### src/rtl/cpu_types_pkg.sv
// Shared CPU encodings: primary opcode and R-type function fields.
package cpu_types_pkg;

    typedef enum logic [5:0] {
        RTYPE = 6'h00,
        J     = 6'h02,
        JAL   = 6'h03,
        BEQ   = 6'h04,
        BNE   = 6'h05,
        ADDI  = 6'h08,
        ORI   = 6'h0D,
        LW    = 6'h23,
        SW    = 6'h2B
    } opcode_t;

    typedef enum logic [5:0] {
        JR   = 6'h08,
        ADD  = 6'h20,
        ADDU = 6'h21,
        SUB  = 6'h22,
        SUBU = 6'h23,
        SLT  = 6'h2A
    } funct_t;

endpackage

### src/rtl/hazard_scoreboard_pkg.sv
// Scoreboard-specific types: memory-wait FSM state and operand-usage predicates.
package hazard_scoreboard_pkg;
    import cpu_types_pkg::*;

    typedef enum logic [0:0] {
        RUN     = 1'b0,
        MEMWAIT = 1'b1
    } hz_state_t;

    function automatic logic uses_rt(input opcode_t op);
        return op inside {RTYPE, BEQ, BNE, SW};
    endfunction

    function automatic logic uses_rs(input opcode_t op);
        return !(op inside {J, JAL});
    endfunction

endpackage

### src/rtl/reg_ready_counter.sv
// Cycles-until-readable counter for one architectural register.
module reg_ready_counter #(
    parameter int CW = 1
) (
    input  logic          CLK,
    input  logic          nRST,
    input  logic          hold,
    input  logic          load,
    input  logic [CW-1:0] load_val,
    output logic          busy
);

    logic [CW-1:0] cnt;

    // A fresh producer overrides both the decrement and any older value.
    always_ff @(posedge CLK or negedge nRST) begin
        if (!nRST) begin
            cnt <= '0;
        end else if (!hold) begin
            if (load)
                cnt <= load_val;
            else if (cnt != '0)
                cnt <= cnt - CW'(1);
        end
    end

    assign busy = (cnt != '0);

endmodule

### src/rtl/hazard_scoreboard.sv
// Decode-side issue gate: register readiness scoreboard, dcache-miss freeze,
// branch/jump flush and stall/flush performance counters.
module hazard_scoreboard
    import cpu_types_pkg::*;
    import hazard_scoreboard_pkg::*;
#(
    parameter int NREGS    = 32,
    parameter int REG_W    = 5,
    parameter int ALU_LAT  = 0,
    parameter int LOAD_LAT = 1,
    parameter int CNT_W    = 32
) (
    input  logic             CLK,
    input  logic             nRST,
    input  logic             id_valid,
    input  opcode_t          id_opcode,
    input  funct_t           id_func,
    input  logic [REG_W-1:0] id_rs,
    input  logic [REG_W-1:0] id_rt,
    input  logic             id_wen,
    input  logic [REG_W-1:0] id_wsel,
    input  logic             id_equal,
    input  logic             mem_req,
    input  logic             dhit,
    output logic             issue,
    output logic             pc_en,
    output logic             ifid_en,
    output logic             idex_bubble,
    output logic             ifid_flush,
    output logic             freeze,
    output logic             mem_wait,
    output logic [CNT_W-1:0] stall_count,
    output logic [CNT_W-1:0] flush_count
);

    localparam int MAX_LAT = (ALU_LAT > LOAD_LAT) ? ALU_LAT : LOAD_LAT;
    localparam int CW      = (MAX_LAT < 1) ? 1 : $clog2(MAX_LAT + 1);

    logic [NREGS-1:0] busy;
    logic             hazard;
    logic             taken;
    logic             load_en;
    logic [CW-1:0]    load_val;
    hz_state_t        state, state_nxt;

    assign busy[0] = 1'b0;

    assign freeze = mem_req & ~dhit;
    assign hazard = id_valid & ((uses_rs(id_opcode) & busy[id_rs]) |
                                (uses_rt(id_opcode) & busy[id_rt]));

    assign issue       = id_valid & ~hazard & ~freeze;
    assign pc_en       = ~freeze & ~hazard;
    assign ifid_en     = ~freeze & ~hazard;
    assign idex_bubble = ~freeze & hazard;

    assign taken = ((id_opcode == BEQ) &  id_equal) |
                   ((id_opcode == BNE) & ~id_equal) |
                    (id_opcode == J) | (id_opcode == JAL) |
                   ((id_opcode == RTYPE) & (id_func == JR));
    assign ifid_flush = issue & taken;

    assign load_en  = issue & id_wen & (id_wsel != '0);
    assign load_val = (id_opcode == LW) ? CW'(LOAD_LAT) : CW'(ALU_LAT);

    for (genvar r = 1; r < NREGS; r++) begin : g_reg
        reg_ready_counter #(.CW(CW)) u_cnt (
            .CLK      (CLK),
            .nRST     (nRST),
            .hold     (freeze),
            .load     (load_en && (id_wsel == REG_W'(r))),
            .load_val (load_val),
            .busy     (busy[r])
        );
    end

    // Memory-wait FSM: observational only, freeze itself stays combinational.
    always_comb begin
        state_nxt = state;
        case (state)
            RUN:     if (freeze) state_nxt = MEMWAIT;
            MEMWAIT: if (dhit | ~mem_req) state_nxt = RUN;
            default: state_nxt = RUN;
        endcase
    end

    always_ff @(posedge CLK or negedge nRST) begin
        if (!nRST)
            state <= RUN;
        else
            state <= state_nxt;
    end

    assign mem_wait = (state == MEMWAIT);

    always_ff @(posedge CLK or negedge nRST) begin
        if (!nRST) begin
            stall_count <= '0;
            flush_count <= '0;
        end else begin
            if (hazard & ~freeze)
                stall_count <= stall_count + CNT_W'(1);
            if (ifid_flush)
                flush_count <= flush_count + CNT_W'(1);
        end
    end

endmodule
### config.mk
export PLATFORM = sky130hd
export DESIGN_NAME = hazard_scoreboard
export DESIGN_NICKNAME = d
export VERILOG_FILES = /design/src/rtl/cpu_types_pkg.sv /design/src/rtl/hazard_scoreboard_pkg.sv /design/src/rtl/reg_ready_counter.sv /design/src/rtl/hazard_scoreboard.sv
export SDC_FILE = /design/constraint.sdc
export NUM_CORES = 1
export LEC_CHECK = 0
export ABC_AREA = 1
export CELL_PAD_IN_SITES_DETAIL_PLACEMENT = 2
export CELL_PAD_IN_SITES_GLOBAL_PLACEMENT = 2
export CORE_UTILIZATION = 30
export DETAILED_ROUTE_END_ITERATION = 7
export GPL_ROUTABILITY_DRIVEN = 0
export PLACE_DENSITY_LB_ADDON = 0.3
export SETUP_SLACK_MARGIN = 0.15
export SLEW_MARGIN = 40
export SYNTH_ARGS = -nofsm -noshare
export SYNTH_HDL_FRONTEND = slang
export SYNTH_SLANG_ARGS = --single-unit
### constraint.sdc
create_clock -name CLK -period 2.43 [get_ports CLK]
set_input_delay 0.486 -clock CLK [delete_from_list [all_inputs] [get_ports CLK]]
set_output_delay 0.486 -clock CLK [all_outputs]
set_load 0.05 [all_outputs]
Word-level counts from Yosys, hierarchy flattened
Cells that the tools add are included.

Reduce and logical (&&, ||, !) cells: 36. Equal/unequal tests: 38. Mux-type cells: 70. Bitwise operators: 26. Div/mod/pow operators: 0. Order comparisons: 2. Shift-type cells: 0. Add/sub/neg operators: 33. Multiply operators: 0.

Operator list (number): == test 5 bit (second input constant) (16); two-way mux 1 bit (67); adder 32 x 1 -> 32 bit (second input constant) (2); == test 5 x 4 -> 1 bit (second input constant) (8); logical AND 1 bit (31); subtractor 1 bit (second input constant) (31); == test 5 x 3 -> 1 bit (second input constant) (4); bitwise AND 1 bit (14); == test 6 x 2 -> 1 bit (second input constant) (2); == test 6 x 3 -> 1 bit (second input constant) (2); == test 6 bit (second input constant) (2); < comparator 5 x 6 -> 1 bit (second input constant) (2); binary-select mux 1 bit (select 5 bit) (2); == test 5 x 2 -> 1 bit (second input constant) (2); == test 6 x 4 -> 1 bit (second input constant) (1); zero test 6 bit (1); NOT 1 bit (6); bitwise OR 1 bit (6); == test 5 x 1 -> 1 bit (second input constant) (1); nonzero test 5 bit (1); nonzero test 4 bit (1); one-hot mux 1 bit (2 select lines) (1); nonzero test 2 bit (1); zero test 1 bit (1).

Memories: 0. Bits in latches: 0. ROM bits: 0. Word-level logic and storage cells: 239. Output and inout bits: 71. Bits in writable memories: 0. Bits in registers: 96. Bits of input ports: 34.

Depth between registers and ports, before layout
Depth in word-level cells: 13. Gate-level depth with buffers: 15. Depth with buffers taken out: 13.

Modules after synthesis
A second synthesis with hierarchy kept.

Cell total of the unflattened synthesis: 983. Area total of the unflattened synthesis: 6851.6 um2.

Modules (own cells, without submodules): hazard_scoreboard (area each 5338.9 um2, cells an instance 828, times used 1, sequential area each 1626.6 um2); reg_ready_counter (area each 48.8 um2, cells an instance 5, times used 31, sequential area each 25.0 um2).

Least setup slack after synthesis
Ideal clock, no wire load.

Path kind: input -> output. Start point: input id_rs[0]. End point: output pc_en. Stages on the path: 12. Arrival: 2.474 ns. Path slack: -0.530 ns. Buffers on the path: 3. Required time: 1.944 ns. Cells stage by stage: buf_4 inv_2 buf_6 nand2_1 nand3_1 nand3_1 nand3_1 nand3_1 nand3_2 nand2_4 a21oi_1 buf_4.

Cells in the longest elaborated chain, start to end: 7.

RTL lines: from (decl) (line hazard_scoreboard.sv:18) `input logic [REG_W-1:0] id_rs,`; binary-select mux 1 bit (select 5 bit) (line hazard_scoreboard.sv:49) `assign hazard = id_valid & ((uses_rs(id_opcode) & busy[id_rs]) |`; two-way mux 1 bit (not written as such) (line hazard_scoreboard.sv:49); bitwise AND 1 bit (line hazard_scoreboard.sv:49); bitwise OR 1 bit (line hazard_scoreboard.sv:49); bitwise AND 1 bit (line hazard_scoreboard.sv:49); NOT 1 bit; bitwise AND 1 bit; to (decl) (line hazard_scoreboard.sv:26) `output logic pc_en,`.

Every way passes these cells. The select of a mux whose other input is x is not followed.

Final worst setup path
Start point: register g_reg[5].u_cnt.cnt. End point: output ifid_flush.

Cells in the longest elaborated chain, start to end: 9. Elaborated cells between the ends (all ways): 12. Classes of those cells: mux: 4; bitwise: 8.

RTL lines: from (decl) (line reg_ready_counter.sv:13) `logic [CW-1:0] cnt;`; from (signal assigned) (line reg_ready_counter.sv:21) `cnt <= load_val;`; from (signal assigned) (line reg_ready_counter.sv:23) `cnt <= cnt - CW'(1);`; binary-select mux 1 bit (select 5 bit), on equally long branches (line hazard_scoreboard.sv:49, hazard_scoreboard.sv:50); two-way mux 1 bit, on equally long branches (line hazard_scoreboard.sv:49, hazard_scoreboard.sv:50); bitwise AND 1 bit, on equally long branches (line hazard_scoreboard.sv:49, hazard_scoreboard.sv:50); bitwise OR 1 bit (*) (line hazard_scoreboard.sv:49); bitwise AND 1 bit (*) (line hazard_scoreboard.sv:49); NOT 1 bit (*) (line hazard_scoreboard.sv:52) `assign issue = id_valid & ~hazard & ~freeze;`; bitwise AND 1 bit (*) (2 in series) (line hazard_scoreboard.sv:52); bitwise AND 1 bit (*) (line hazard_scoreboard.sv:61) `assign ifid_flush = issue & taken;`; to (decl) (line hazard_scoreboard.sv:29) `output logic ifid_flush,`.

Mark *: on every way between the ends. The rest lies on a longest branch, timed or not. The select of a mux whose other input is x is not followed.

==> results.md <==
- Drt first-iter violations: 360
- Critical path type: flop to output port
- Outcome: finished, violations left
- Top_reg_cell synth: dfrtp_1
- Synth Instances: 952
- Largest net degree at the start of global routing: 46
- Synth warn: 0
- Most common cell after layout, fill and taps aside: nand2_1
- Critical path data required time: 1.94 ns
- Drt drc: 4
- First drt pass iteration count: 7
- Die W: 148.2 um
- First-pass GRT wire length: 41810 um
- VDD IR max: 0.3076 mV
- Most frequent cells in the layout: 364 x nand2_1, 94 x dfrtp_1, 93 x nand3_1, 77 x nor2_1, 76 x clkdlybuf4s50_1
- Avg Synthesized Cell Area: 6.733 um2
- Seq/Total Area, Yosys: 0.3748
- Pleak: 4.266 nW
- Number of global-route vias before repair: 7476
- Layout cells sized above 1: 0.1915
- Die Y: 148.2 um
- Rel. slew slack: 0.6517
- Max-slew violations: 0
- Detailed placer's ending HPWL: 18700 um
- Clock tree from TritonCTS: yes
- Final setup vio count: 1
- Die area: 21950 um2
- Crit start category: flop
- Worst EP arrival: 1.99 ns
- Hold Fails Final Rpt: 0
- CTS buffer count: 9
- Post-synth top area share: 0.3748
- Worst min-delay path class: primary input to async pin
- Routed len/inst: 19.81 um
- H-tree depth: 3
- Initial antenna violation count: 4
- Hold-fix buffers, CTS: 0
- EDFF count, synth: 0
- Total Power: 4.414 mW
- Worst-path fanout max: 3
- Setup TNS: -0.04816 ns
- Core ar.: 20960 um2
- Clock insertion delay at the later pin of the skew report: 0.36 ns
- Synth Net Count: 988
- RSZ-0062 raised after global routing: yes
- Synth-to-layout area growth: 40.05%
- Least-Margin Pin Slew: 0.5209 ns
- Port bufs: 104
- Clk sinks: 96
- Post-synth cell types: 29
- Num ports: 105
- Antenna-violating nets left: 0
- Total congestion overflow: 0
- Starting Density: 0.3059
- Number of synthesized register bits: 96
- Nets: 1143
- Max Clk Rate: 403.5 MHz
- Max-Cap Viols: 0
- Fin util: 0.4284
- Failing checks: design-rule violations, negative setup slack
- Clock skew: 0.01469 ns
- Core Rows: 53
- CP Capture Type: output port
- Worst-path clk slew: 0.08 ns
- Leading area contributor after synthesis: dfrtp_1
- Async S/R FF share, synth: 1.000
- Pwr dens: 491.7 nW/um2
- Final WS setup: -0.04816 ns
- Via/cell ratio: 5.096
- Final wirelength: 27540 um
- Synth top area cells: dfrtp_1 37%, nand2_1 22%, nand3_1 10%
- CTS max path bufs: 2
- Root Buffer: clkbuf_16
- Gr usage total: 0.2440
- Synth Cell Area: 6410 um2
- Via count: 7084
- Crit share post-route: 1.020
- Min Clock Period, post-route: 2.478 ns
[metrics by stage]
step / area [um2] / hold slack [ns] / cells / setup slack (ns)
final: 8977 / 0.09541 / 1390 / -0.04816
after detailed placement: 7964 / 0.4719 / 1335 / -0.3685
after CTS: 8563 / 0.09979 / 1370 / 0.04763
after floorplan: 6442 / 0.1904 / 952 / 0.06952
after global placement: 7964 / 0.4641 / 1335 / -0.3619
after global routing: 8975 / 0.1148 / 1389 / -0.1326
[power breakdown]
| part | leakage [nW] | internal [mW] | switching, mW |
|---|---|---|---|
| clock | 0.144 | 0.811 | 0.719 |
| combinational | 2.79 | 0.392 | 0.705 |
| sequential | 1.33 | 1.66 | 0.126 |
[cell families after synthesis]
| group | Yosys count | share of synthesized area |
|---|---|---|
| and+or+nand+nor | 674 | 0.4478 |
| buffers and inverters | 111 | 0.08198 |
| DFF | 96 | 0.3748 |
| xor gates and xnor gates | 60 | 0.08198 |
| AOI/OAI and AO/OA | 9 | 0.009563 |
| adders and majority gates | 2 | 0.003903 |
[cell type report]
type / instances / area [um2]
fillers: 2470 / 11980
multi-input cells: 745 / 3826
flip-flops and latches: 96 / 2405
repair buffers: 176 / 1755
well taps: 275 / 344.1
inverters: 77 / 317.8
clock buffers: 9 / 225.2
clock inverters: 7 / 78.83
repair inverters: 2 / 17.52
diodes: 3 / 7.507
[sequential cells by signal, indices dropped and copies added, names as in the netlist]
register / cells
flush_count: 32
stall_count: 32
g.u_cnt.busy: 31
mem_wait: 1
[critical path, stage by stage (launching register included)]
cell and delay (ns):
dfrtp_1 0.44, nand2_1 0.11, nand3_1 0.09, nand2_1 0.10, nand2_1 0.07, nand3_2 0.07
nand3_2 0.10, nand3_4 0.12, nand4_1 0.16, buf_6 0.18, clkinvlp_4 0.07, buf_12 0.13
[timing repair]
item	in CTS	in global routing
endpoints found under the setup margin	92	38
cloned	3	4
setup buffers	16	13
endpoints found under the hold margin	0	0
gates resized for setup	83	80
pin swaps	27	35
[synth_stat cells, drive strengths merged, types with 2 or more instances]
master,instances
nor3b,2
inv,77
o21ai,6
dfrtp,96
nand3,135
nor4,11
o211ai,2
xnor2,27
xor2,33
nor3,36
ha,2
nand4,20
buf,27
nand2,383
clkbuf,7
nor2,86
[per-layer routing]
layer	vias up	track usage	routed length, um
met5	-	0	0
met4	0	0.06134	573
li1	3354	-	-
met1	3561	0.3272	12920
met3	36	0.03436	799
met2	133	0.4113	13250
[final timing paths]
path | slack (ns) | to | cells after the start | start
worst max-delay path | -0.05 | ifid_flush | 11 | g_reg[5].u_cnt.busy$_DFFE_PN0N_
worst min-delay path | 0.1 | stall_count[11]$_DFFE_PN0P_ | 1 | nRST
worst max register to register | 0.35 | flush_count[26]$_DFFE_PN0P_ | 9 | flush_count[1]$_DFFE_PN0P_
worst min register to register | 0.51 | g_reg[9].u_cnt.busy$_DFFE_PN0N_ | 2 | g_reg[9].u_cnt.busy$_DFFE_PN0N_
max in group asynchronous | 1.62 | flush_count[2]$_DFFE_PN0P_ | 2 | nRST
min in group CLK | 0.51 | g_reg[9].u_cnt.busy$_DFFE_PN0N_ | 2 | g_reg[9].u_cnt.busy$_DFFE_PN0N_
No activity file was read; power rests on OpenSTA's default activity.
